### src/rtl/mul_pkg.sv
// Shared types and helpers for the Booth multiplier family (sequential and pipelined).
// Latency: none, this file holds declarations only.
// Backpressure: not applicable.
package mul_pkg;

  typedef enum logic [1:0] {IDLE, RUN, DONE} state_t;

  typedef enum logic [2:0] {B_ZERO, B_P1, B_P2, B_M1, B_M2} booth_sel_t;

  // One radix-4 step per bit pair of the (W+2)-bit extended multiplier.
  function automatic int iter_count(input int w);
    return w / 2 + 1;
  endfunction

endpackage

### src/rtl/booth_r4_sel.sv
// Radix-4 Booth recoder: maps a multiplier triplet to 0, +-A or +-2A at accumulator width.
// Latency: purely combinational.
// Backpressure: none; the caller owns the handshakes.
module booth_r4_sel
  import mul_pkg::*;
#(
  parameter int W = 8
) (
  input  logic [2:0]   trip,
  input  logic [W+1:0] mcand,
  output logic [W+2:0] addend
);

  booth_sel_t   sel;
  logic [W+2:0] a1;
  logic [W+2:0] a2;

  // +A sign-extended by one bit; +2A fits exactly because mcand already carries two guard bits.
  assign a1 = {mcand[W+1], mcand};
  assign a2 = {mcand, 1'b0};

  // Decode the overlapping bit triplet {b[2i+1], b[2i], b[2i-1]} into a digit in -2..+2.
  always_comb begin
    sel = B_ZERO;
    case (trip)
      3'b001, 3'b010: sel = B_P1;
      3'b011:         sel = B_P2;
      3'b100:         sel = B_M2;
      3'b101, 3'b110: sel = B_M1;
      default:        sel = B_ZERO;
    endcase
  end

  // Produce the addend for the selected digit.
  always_comb begin
    addend = '0;
    case (sel)
      B_P1:    addend = a1;
      B_P2:    addend = a2;
      B_M1:    addend = {(W+3){1'b0}} - a1;
      B_M2:    addend = {(W+3){1'b0}} - a2;
      default: addend = '0;
    endcase
  end

endmodule

### src/rtl/mul_booth_seq.sv
// Iterative radix-4 Booth multiplier, signed or unsigned per transaction, full 2W-bit product.
// Latency: out_valid rises ITER = W/2+1 edges after the accept edge; one product per ITER+2 cycles.
// Backpressure: in_ready only in IDLE; the product is held in DONE until out_ready, clear aborts.
module mul_booth_seq
  import mul_pkg::*;
#(
  parameter int W = 8
) (
  input  logic           clk,
  input  logic           rst_n,
  input  logic           clear,
  input  logic           in_valid,
  output logic           in_ready,
  input  logic           in_signed,
  input  logic [W-1:0]   a,
  input  logic [W-1:0]   b,
  output logic           out_valid,
  input  logic           out_ready,
  output logic [2*W-1:0] mul
);

  localparam int ITER = iter_count(W);
  localparam int CW   = $clog2(ITER);
  localparam logic [CW-1:0] LAST = CW'(ITER - 1);

  state_t         state;
  state_t         state_nxt;
  logic [W+2:0]   acc;
  logic [W+1:0]   mcand;
  logic [W+1:0]   mq;
  logic           bm1;
  logic [CW-1:0]  count;
  logic [W+2:0]   addend;
  logic [W+2:0]   sum;
  logic [W+2:0]   acc_nxt;
  logic [W+1:0]   mq_nxt;
  logic           accept;
  logic           last_step;

  assign in_ready  = (state == IDLE);
  assign out_valid = (state == DONE);
  assign accept    = in_valid && in_ready && !clear;
  assign last_step = (state == RUN) && (count == LAST);

  booth_r4_sel #(.W(W)) u_sel (
    .trip   ({mq[1:0], bm1}),
    .mcand  (mcand),
    .addend (addend)
  );

  // One Booth step: add into the upper half, then arithmetic shift {acc, mq, bm1} right by two.
  assign sum     = acc + addend;
  assign acc_nxt = {{2{sum[W+2]}}, sum[W+2:2]};
  assign mq_nxt  = {sum[1:0], mq[W+1:2]};

  // State register.
  always_ff @(posedge clk or negedge rst_n) begin
    if (!rst_n) state <= IDLE;
    else        state <= state_nxt;
  end

  // Next-state logic; clear overrides every handshake.
  always_comb begin
    state_nxt = state;
    if (clear) begin
      state_nxt = IDLE;
    end else begin
      case (state)
        IDLE:    if (in_valid) state_nxt = RUN;
        RUN:     if (count == LAST) state_nxt = DONE;
        DONE:    if (out_ready) state_nxt = IDLE;
        default: state_nxt = IDLE;
      endcase
    end
  end

  // Operand capture and the iterative accumulate/shift datapath.
  always_ff @(posedge clk or negedge rst_n) begin
    if (!rst_n) begin
      acc   <= '0;
      mcand <= '0;
      mq    <= '0;
      bm1   <= 1'b0;
      count <= '0;
    end else if (accept) begin
      acc   <= '0;
      mcand <= in_signed ? {{2{a[W-1]}}, a} : {2'b00, a};
      mq    <= in_signed ? {{2{b[W-1]}}, b} : {2'b00, b};
      bm1   <= 1'b0;
      count <= '0;
    end else if (state == RUN && !clear) begin
      acc   <= acc_nxt;
      mq    <= mq_nxt;
      bm1   <= mq[1];
      count <= count + 1'b1;
    end
  end

  // Output register, loaded on the final step and untouched by clear.
  always_ff @(posedge clk or negedge rst_n) begin
    if (!rst_n)                   mul <= '0;
    else if (last_step && !clear) mul <= {acc_nxt[W-3:0], mq_nxt};
  end

endmodule

### config.mk
export PLATFORM = sky130hd
export DESIGN_NAME = mul_booth_seq
export DESIGN_NICKNAME = d
export VERILOG_FILES = /design/src/rtl/mul_pkg.sv /design/src/rtl/booth_r4_sel.sv /design/src/rtl/mul_booth_seq.sv
export SDC_FILE = /design/constraint.sdc
export NUM_CORES = 1
export LEC_CHECK = 0
export ABC_CLOCK_PERIOD_IN_PS = 10200
export CORE_ASPECT_RATIO = 0.7
export CORE_MARGIN = 1.5
export CORE_UTILIZATION = 25
export CTS_CLUSTER_DIAMETER = 100
export CTS_CLUSTER_SIZE = 28
export DETAILED_ROUTE_END_ITERATION = 10
export MAX_ROUTING_LAYER = met4
export PLACE_DENSITY = 0.43
export SLEW_MARGIN = 20
export SYNTH_ARGS = -nofsm -noshare
export SYNTH_HDL_FRONTEND = slang
export SYNTH_SLANG_ARGS = --single-unit
export TNS_END_PERCENT = 5
### constraint.sdc
create_clock -name clk -period 10.2 [get_ports clk]
set_clock_uncertainty 0.2 [all_clocks]
set_input_delay 2.04 -clock clk [delete_from_list [all_inputs] [get_ports clk]]
set_output_delay 2.04 -clock clk [all_outputs]
set_load 0.01 [all_outputs]
==> impl_metrics.ini <==
[outcome]
status = completed

[layout]
drive_above_1_share_pct = 5.39
final_area_mm2 = 0.00379
final_cell_mix = nand2_1, dfrtp_1, clkdlybuf4s50_1
final_common_cell = nand2_1
nNetsFinal = 443
area_delta_synth_final_pct = 21.7
fillers = 1254
diodes = 0

[timing]
finalCritPeriodShare_pct = 44.2
setup_viol = 0
post-route-worst-setup-slack_ns = 5.69
hold_viol_final = 0
worst_pin_slew_ns = 0.992
min_period_ns = 4.51
rsz0062_at_grt = no
finalSetupTns_ns = 0
slew_headroom_pct = 33.6
max_freq_mhz = 222
slew_viol_final = 0

[setup_path]
cpMostUsedCell = nor2_1
crit_type = in -> reg
worst-path-max-fanout = 18
crit_arrival_ns = 4.49
max_stage_delay_ns = 0.94
crit_required_ns = 10.18
crit_chain = clkdlybuf4s50_1, nor2_1, nand2_1, nor2_1, mux2_2
startpoint_type = input port
reg2reg_depth = 13
cp_num_buf_inv = 1
slowest_stage = nor2_1
end_kind = flip-flop
path_delay_family = simple AND/OR/NAND/NOR gates
worstSetupPathDepth = 5

[synthesis]
synth_area_leaders = dfrtp_1, nand2_1, ha_1, a21oi_1, nor2_1
yosysTopAreaCellShare_pct = 40.2
synth_nets = 413
yosysUniqueCellTypes = 51
syn_area_per_cell_um2 = 8.26
synth_ff_type = dfrtp_1
yosysWarnings = 0
synth_cells = 377
synth_area_mm2 = 0.00312
yosys.area.top_type = dfrtp_1
ys_seq_area_share_pct = 40.2
synthArstFlopShare_pct = 100
synth_edf_count = 0
ys_seq_elements = 50

[cts]
ctsLongestPathBuffers = 2
root_buffer = clkbuf_16
cts.clk_slew.worst_paths_ns = 0.07
cts_made_buffers = 5
cts_tree = built
htree_levels = 2
clk-insertion-delay-late_ns = 0.29
holdBufCountCts = 0
cts_resized = 0
clock-sinks = 50
cts_setup_buffers = 0

[floorplanning]
ioPinCount = 40
die_w_um = 136
core_mm2 = 0.0119
die_h_um = 96.4
dieArea_mm2 = 0.0132
fp-row-count = 33
start_util_pct = 26.1

[place]
pre_cts_slack_ns = 5.28
port_buffers = 39
dpl.hpwl_mm = 6.18
placed_area_mm2 = 0.00365
place.gp.congestion = 0.820

[worst_hold_path]
holdCritPathClass = reg -> reg
min_path_cells = 2

[detailed_routing]
drtIter0Drc = 175
routedWlPerCell_um = 15.2
firstDrtPassIters = 4
vias = 2693
viasPerCell = 4.77
drt-total-wl_mm = 8.61
antenna_left = 0
drc = 0

[power_and_ir_drop]
p_leak_uw = 0.00167
peakVddDrop_mv = 0.0837
fin_total_pwr_uw = 883
powerDensity_mw_per_mm2 = 233

[global_routing]
overflow = 0
grt_pass1_wl_mm = 13.9
grt_usage_pct = 14.4
grt_max_degree = 51
grt_pass1_vias = 2557
antenna_found_initial = 0

[run]
maxCapViolCount = 0
-- worst min-delay path, delay by kind of cell (launching register included) --
family	cells	cell delay, ns
DFF	1	0.34
and+or+nand+nor	2	0.10
-- cell usage after synthesis (6+ instances only) --
library cell  count
a21oi_1          25
nor2_1           28
nand2_1         102
o21ai_0          16
dfrtp_1          50
ha_1             13
xnor2_1          12
a31oi_1          11
clkbuf_1         14
nand2b_1          9
inv_1            14
mux2i_1           6
-- power breakdown --
part | internal [µW] | switching (µW) | total [µW] | leakage [µW]
sequential | 246 | 63.9 | 310 | 0.000650
clock | 91.1 | 79.0 | 170 | 0.0000698
combinational | 184 | 219 | 403 | 0.000952
total | 521 | 362 | 883 | 0.00167
-- final cells by class --
class / count / area [µm²] / area share [%]
clock buffer: 5 / 125 / 3.30
clock inverter: 3 / 21.3 / 0.561
inverter: 14 / 52.6 / 1.39
multi-input combinational: 293 / 1730 / 45.6
sequential: 50 / 1250 / 33.0
tap: 157 / 196 / 5.18
timing repair buffer: 43 / 415 / 11.0
-- stage by stage --
step                      util (%)  hold WS [ns]  instances
final                         31.8         0.275        565
after global routing          31.8         0.315        565
after CTS                     31.8         0.279        565
after detailed placement      30.6         0.261        557
after global placement        30.6         0.263        557
after floorplan                  -         0.255        377
-- kinds of logic after synthesis --
kind of cell | synth area share (%)
AOI/OAI and AO/OA | 18.3
xor gates and xnor gates | 4.50
adders and majority gates | 5.86
buffers and inverters | 4.50
DFF | 40.2
muxes | 3.01
and+or+nand+nor | 23.7
-- path summary, 6_finish.rpt --
check / slack (ns) / endpoint / from
min reg2reg: 0.28 / mul[8] / mul[8]
min in group asynchronous: 1.64 / mcand[5] / rst_n
max: 5.69 / mul[13] / clear
min: 0.28 / mul[8] / mul[8]
max reg2reg: 6.34 / acc[9] / mcand[2]
max in group asynchronous: 7.66 / acc[4] / rst_n
-- registers in the layout, indices dropped and copies added, names as in the netlist --
name / flops
mul: 16
mq: 10
acc: 9
mcand: 9
count: 3
state: 2
bm1: 1
-- layer usage --
metal / global-route usage, % / routed length [µm] / vias up
met4: 2.39 / 51 / 0
met1: 21.4 / 4850 / 1283
met3: 3.23 / 279 / 6
li1: - / - / 1357
met2: 19.8 / 3430 / 47
met5: - / 0 / -
No activity file was read; power rests on OpenSTA's default activity.
==> patch 1: new RTL, same settings <==
Reset style: synchronous (`rst_n`), changed in 3 clocked blocks.
--- a/src/rtl/mul_booth_seq.sv
+++ b/src/rtl/mul_booth_seq.sv
@@ -54,7 +54,7 @@
   assign mq_nxt  = {sum[1:0], mq[W+1:2]};
 
   // State register.
-  always_ff @(posedge clk or negedge rst_n) begin
+  always_ff @(posedge clk) begin
     if (!rst_n) state <= IDLE;
     else        state <= state_nxt;
   end
@@ -75,7 +75,7 @@
   end
 
   // Operand capture and the iterative accumulate/shift datapath.
-  always_ff @(posedge clk or negedge rst_n) begin
+  always_ff @(posedge clk) begin
     if (!rst_n) begin
       acc   <= '0;
       mcand <= '0;
@@ -97,7 +97,7 @@
   end
 
   // Output register, loaded on the final step and untouched by clear.
-  always_ff @(posedge clk or negedge rst_n) begin
+  always_ff @(posedge clk) begin
     if (!rst_n)                   mul <= '0;
     else if (last_step && !clear) mul <= {acc_nxt[W-3:0], mq_nxt};
   end
Formal check against the unedited RTL: differs if rst_n is asserted again (counterexample within 4 cycles, from zero or initial values and one cycle with rst_n low); with rst_n held inactive, the same outputs for 4 cycles.
==> patch 1 against the original RTL <==
  * Fmax is 1.8% lower
  * Worst setup slack got worse by 0.081 ns
  * Sequential cell count stayed put
  * Critical path depth up 1
  * Wire length down 2.3%
  * Design area fell by 1.2%
  * Synthesized area shrank 0.68%
  * Via count is 5.3% higher
Power is not compared: it rests on default switching activity, and its combinational part moved more than twofold at a synthesized area within 25%.
==> patch 1: results (changes against the original RTL) <==
- Most instantiated flip-flop cell in the synthesis netlist: sky130_fd_sc_hd__dfxtp_1
- Nets in the synthesized netlist: 432 (+4.6%)
- Biggest area contributors in the synthesized netlist: sky130_fd_sc_hd__dfxtp_1, sky130_fd_sc_hd__nand2_1, sky130_fd_sc_hd__a21boi_1, sky130_fd_sc_hd__ha_1, sky130_fd_sc_hd__a21oi_1
- Leakage: roughly 1.4 nW
- Drt first-iter violations: 186 (+6.3%)
- Worst reg2reg startpoint: mq[0]
- Post-CTS Setup Repair Bufs: 0 (unchanged)
- Pin count of the biggest net entering global routing: 43 (-16%)
- Source-to-sink clock delay at the later pin of the worst-skew pair: 0.29 ns (about the same)
- Setup slack of the most critical reg-to-reg path: 6.28 ns (-0.06 ns)
- Final setup TNS: 0 ns (unchanged)
- Drt first pass iters: 4 (unchanged)
- Hold-critical path depth: 2 (unchanged)
- Worst path arrival time: 4.63 ns (+0.14 ns)
- Slew at the pin closest to its max-slew limit: 0.853 ns (-0.139 ns)
- Top cells by instance count after synthesis: sky130_fd_sc_hd__nand2_1, sky130_fd_sc_hd__dfxtp_1, sky130_fd_sc_hd__a21oi_1
- Number of library cell types mapped by synthesis: 57 (+12%)
- Cell with the largest stage delay on the worst path: sky130_fd_sc_hd__or4b_1
- Vias in the first global route: 2701 (+5.6%)
- Startpoint of the lowest-slack hold path: mul[12]
- Delay of the slowest critical-path stage: 0.66 ns (-0.28 ns)
- Outcome: finished, final reports clean
- Fraction of final layout cells sized beyond drive strength 1: 0.0501 (-0.00380)
- Buffers on Ports: 39 (unchanged)
- Wire length of the first global-routing pass: 13800 um (-0.75%)
- Maximum level of the CTS H-tree: 2 (unchanged)
- Number of buffers on the longest clock path: 2 (unchanged)
- Antenna violations before repair: 0 (unchanged)
- Async set or reset register ratio after synthesis: 0 (-1.00)
- GRT Util Overall: 0.140 (-0.00401)
- Sink of the worst hold path: mul[12]
- Count of antenna diodes in the layout: 0 (unchanged)
- Routed Wire Length: 8410 um (-2.3%)
- Cts bufs inserted: 5 (unchanged)
- Biggest registers after layout: mul x16, mq x10
- Area of placed instances: 3580 um^2 (-1.8%)
- Detailed-placement wirelength estimate: 6110 um (-1.2%)
- Number of nets in the final layout: 454 (+2.5%)
- Cells resized by post-CTS repair: 0 (unchanged)
- Fillers: 1274 (+1.6%)
- Largest fanout on the critical path: 22 (+4)
- YS warnings: 0 (unchanged)
- Path depth of the worst reg2reg path: 10 (-3)
- RR Endpoint: acc[8]
- Register area share after synthesis: 0.323 (-0.0781)
- Final weighted congestion in routability-driven placement: 0.773 (-5.8%)
- Worst-path clk slew: 0.07 ns (about the same)
- Routed via count divided by cell count: 4.92 (+3.3%)
- Type of the worst min-delay path: reg -> reg
==> patch 1: where the power goes <==
group	switching (mW)	internal, mW
logic	0.0390	0.0340
registers	0.00952	0.200
clock network	0.0767	0.116
==> patch 1: worst max-delay path: cells and delay by family <==
family	cells	cell delay (ns)
simple gates	5	2.03
buf+inv	1	0.56
==> patch 1: routing by layer <==
layer | wire [um] | GRT usage | vias to the layer above | share of wire
met5 | 0 | - | - | 0
met2 | 3400 | 0.198 | 55 | 0.40
met4 | 80 | 0.0266 | 0 | 0.0095
li1 | - | - | 1447 | -
met1 | 4680 | 0.206 | 1323 | 0.56
met3 | 250 | 0.0253 | 10 | 0.030
==> patch 1: how the worst max path moves through the flow <==
stage,from,end
6_report,clear,acc[7]
5_1_grt,clear,acc[8]
4_1_cts,clear,acc[7]
3_5_place_dp,clear,acc[7]
3_3_place_gp,clear,acc[7]
2_1_floorplan,clear,acc[8]
==> patch 1: per-stage QoR <==
step                      hold WS, ns  worst slack [ns]  std cells
after floorplan                 0.241              6.60        396
after CTS                       0.254              5.60        576
after global routing            0.270              5.36        576
final                           0.251              5.61        576
after detailed placement        0.244              5.29        568
after global placement          0.240              5.33        568
==> patch 1: cell families after synthesis <==
family                     count (synthesis)  synth area share
muxes                                      9            0.0303
and+or+nand+nor                          159             0.246
xor gates and xnor gates                  15            0.0425
buffers and inverters                     40            0.0566
DFF                                       50             0.323
AOI/OAI and AO/OA                        109             0.242
adders and majority gates                 14            0.0590
==> patch 1: layout make-up <==
type	instances	area [um^2]	area share
Clock buffer	6	129	0.0344
Timing Repair Buffer	42	413	0.110
Sequential cell	50	1000	0.267
Tap cell	157	196	0.0524
Inverter	13	48.8	0.0130
Multi-Input combinational cell	306	1920	0.513
Clock inverter	2	37.5	0.0100
==> patch 2: new RTL, same flow settings <==
Without the edit above. `W` is set to 8 in 2 places; all go to 4.
--- a/src/rtl/booth_r4_sel.sv
+++ b/src/rtl/booth_r4_sel.sv
@@ -4,7 +4,7 @@
 module booth_r4_sel
   import mul_pkg::*;
 #(
-  parameter int W = 8
+  parameter int W = 4
 ) (
   input  logic [2:0]   trip,
   input  logic [W+1:0] mcand,
--- a/src/rtl/mul_booth_seq.sv
+++ b/src/rtl/mul_booth_seq.sv
@@ -4,7 +4,7 @@
 module mul_booth_seq
   import mul_pkg::*;
 #(
-  parameter int W = 8
+  parameter int W = 4
 ) (
   input  logic           clk,
   input  logic           rst_n,
Ports: changed (resized a, b and mul); port bits go from 40 to 24. The function was not compared with the original's and may differ.
==> patch 2 against the original RTL <==
  * Power fell by 29%
  * Sequential cell count decreased by 21
  * Synthesized area fell by 41%
  * Synthesized cell count down 49%
  * Worst setup slack gained 0.66 ns
  * Design area is 41% lower
  * Wire length is 48% lower
  * Critical path type is now reg -> reg
  * Largest cell class unchanged
  * Largest power group unchanged
==> patch 2: results (changes against the original RTL) <==
- Met1 Track Usage GR: 0.199 (-0.0147)
- Detailed-placement wirelength estimate: 3230 um (-48%)
- Outcome: finished, final reports clean
- CTS root buf: sky130_fd_sc_hd__clkbuf_8
- Nets in the synthesized netlist: 214 (-48%)
- Worst path arrival time: 3.85 ns (-0.64 ns)
- RR Endpoint: acc[5]
- Final weighted congestion in routability-driven placement: 0.760 (-7.3%)
- Fraction of synthesized cell area in xor and xnor cells: 0.0379 (-0.00707)
- Routed Wire Length: 4460 um (-48%)
- Pin count of the biggest net entering global routing: 30 (-41%)
- Number of nets in the final layout: 234 (-47%)
- Top cells by instance count after synthesis: sky130_fd_sc_hd__nand2_1, sky130_fd_sc_hd__dfrtp_1, sky130_fd_sc_hd__o21ai_0
- Delay of the slowest critical-path stage: 0.62 ns (-0.32 ns)
- Drt first-iter violations: 37 (-79%)
- Cell class contributing the biggest share of worst-path delay: compound AO/OA/AOI/OAI gates
- Grt met2 use: 0.165 (-0.0337)
- Worst reg2reg startpoint: mcand[0]
- Cell with the largest stage delay on the worst path: sky130_fd_sc_hd__a2111oi_0
- Biggest area contributors in the synthesized netlist: sky130_fd_sc_hd__dfrtp_1, sky130_fd_sc_hd__nand2_1, sky130_fd_sc_hd__ha_1, sky130_fd_sc_hd__mux2_2, sky130_fd_sc_hd__o21ai_0
- Number of library cell types mapped by synthesis: 49 (-3.9%)
- Fraction of final layout cells sized beyond drive strength 1: 0.132 (+0.0782)
- Vias in the first global route: 1402 (-45%)
- Met3 demand-to-capacity share in global routing: 0.0294 (-0.00290)
- GRT Util Overall: 0.129 (-0.0144)
- Net switching share of the total power: 0.427 (+0.0170)
- Worst Hold Slack: 0.287 ns (+0.0115 ns)
- Fraction of the mapped netlist area in compound gates: 0.166 (-0.0169)
- Biggest registers after layout: mul x8, mq x6
- Largest fanout on the critical path: 5 (-13)
- Setup slack of the most critical reg-to-reg path: 6.35 ns (about the same)
- Adder and majority cell fraction of the synthesized area: 0.0650 (+0.00636)
- Slew at the pin closest to its max-slew limit: 0.723 ns (-0.269 ns)
- Wire length of the first global-routing pass: 7530 um (-46%)
- Drt first pass iters: 4 (unchanged)
- Startpoint of the lowest-slack hold path: count[1]
- VDD IR max: 0.0920 mV (+9.9%)
- Hold-critical path depth: 2 (unchanged)
- Multiplexer area fraction after synthesis: 0.0657 (+0.0356)
- Register area share after synthesis: 0.393 (-0.00892)
- Leakage: 0.979 nW (-41%)
## patch 2: cell count changes in the layout (fill, tap and decap cells not counted), sizes merged, moves of 7 or more
cell,delta
nor2,-19
dfrtp,-21
xnor2,-7
nand2b,-7
inv,-8
nand2,-71
a21oi,-17
a31oi,-8
clkdlybuf4s50,-15
## patch 2: how the worst max path moves through the flow
stage              from     end  slack (ns)  cells after the start
2_1_floorplan     clear   mq[2]        6.86                      3
3_3_place_gp      clear  acc[1]        5.85                      4
3_5_place_dp      clear  acc[5]        5.74                      5
4_1_cts           clear  acc[5]        6.05                      5
5_1_grt        mcand[0]  acc[5]        6.04                     13
6_report       mcand[0]  acc[5]        6.35                     13
## patch 2: logic make-up after synthesis
logic type / Yosys count
and+or+nand+nor: 72
AOI/OAI and AO/OA: 46
DFF: 29
buffers and inverters: 17
muxes: 10
adders and majority gates: 9
xor gates and xnor gates: 8
## patch 2: through the flow
stage                     cells  power [mW]  instance area [um^2]   util  worst slack (ns)
after floorplan             191       0.439                  1850      -              6.86
after global placement      298       0.534                  2130  0.307              5.85
after detailed placement    298       0.533                  2130  0.307              5.74
after CTS                   306       0.631                  2220  0.320              6.05
after global routing        306       0.690                  2230  0.321              6.04
final                       306       0.627                  2230  0.321              6.35
## patch 2: power by group through the flow
stage                     Sequential, mW  Combinational [mW]  Clock (mW)
after global placement             0.225               0.309           0
after CTS                          0.223               0.309      0.0985
final                              0.223               0.308      0.0952
after global routing               0.233               0.353       0.104
after detailed placement           0.225               0.308           0
after floorplan                    0.194               0.245           0
## patch 2: final cells by class
class / count / area (um^2)
multi-input cells: 145 / 1040
clock inverters: 3 / 17.5
clock buffers: 5 / 68.8
fillers: 750 / 4710
flip-flops and latches: 29 / 726
repair buffers: 24 / 238
inverters: 6 / 22.5
well taps: 94 / 118
## patch 2: worst register-to-register path: stages, from the launching register on
cell and delay [ns]:
sky130_fd_sc_hd__dfrtp_1 0.47, sky130_fd_sc_hd__inv_1 0.15, sky130_fd_sc_hd__ha_1 0.23, sky130_fd_sc_hd__nor3b_2 0.34, sky130_fd_sc_hd__nor2b_1 0.10, sky130_fd_sc_hd__xnor2_1 0.18, sky130_fd_sc_hd__o21ai_0 0.10, sky130_fd_sc_hd__a21o_1 0.23
sky130_fd_sc_hd__ha_1 0.35, sky130_fd_sc_hd__and3_2 0.21, sky130_fd_sc_hd__a2111oi_0 0.62, sky130_fd_sc_hd__o21ai_1 0.21, sky130_fd_sc_hd__a211oi_2 0.24, sky130_fd_sc_hd__o21bai_1 0.14
## patch 2: per-layer routing
layer / vias up / share of wire
li1: 717 / -
met1: 685 / 0.60
met2: 23 / 0.36
met3: 4 / 0.039
met4: 0 / 0.0065
met5: - / 0
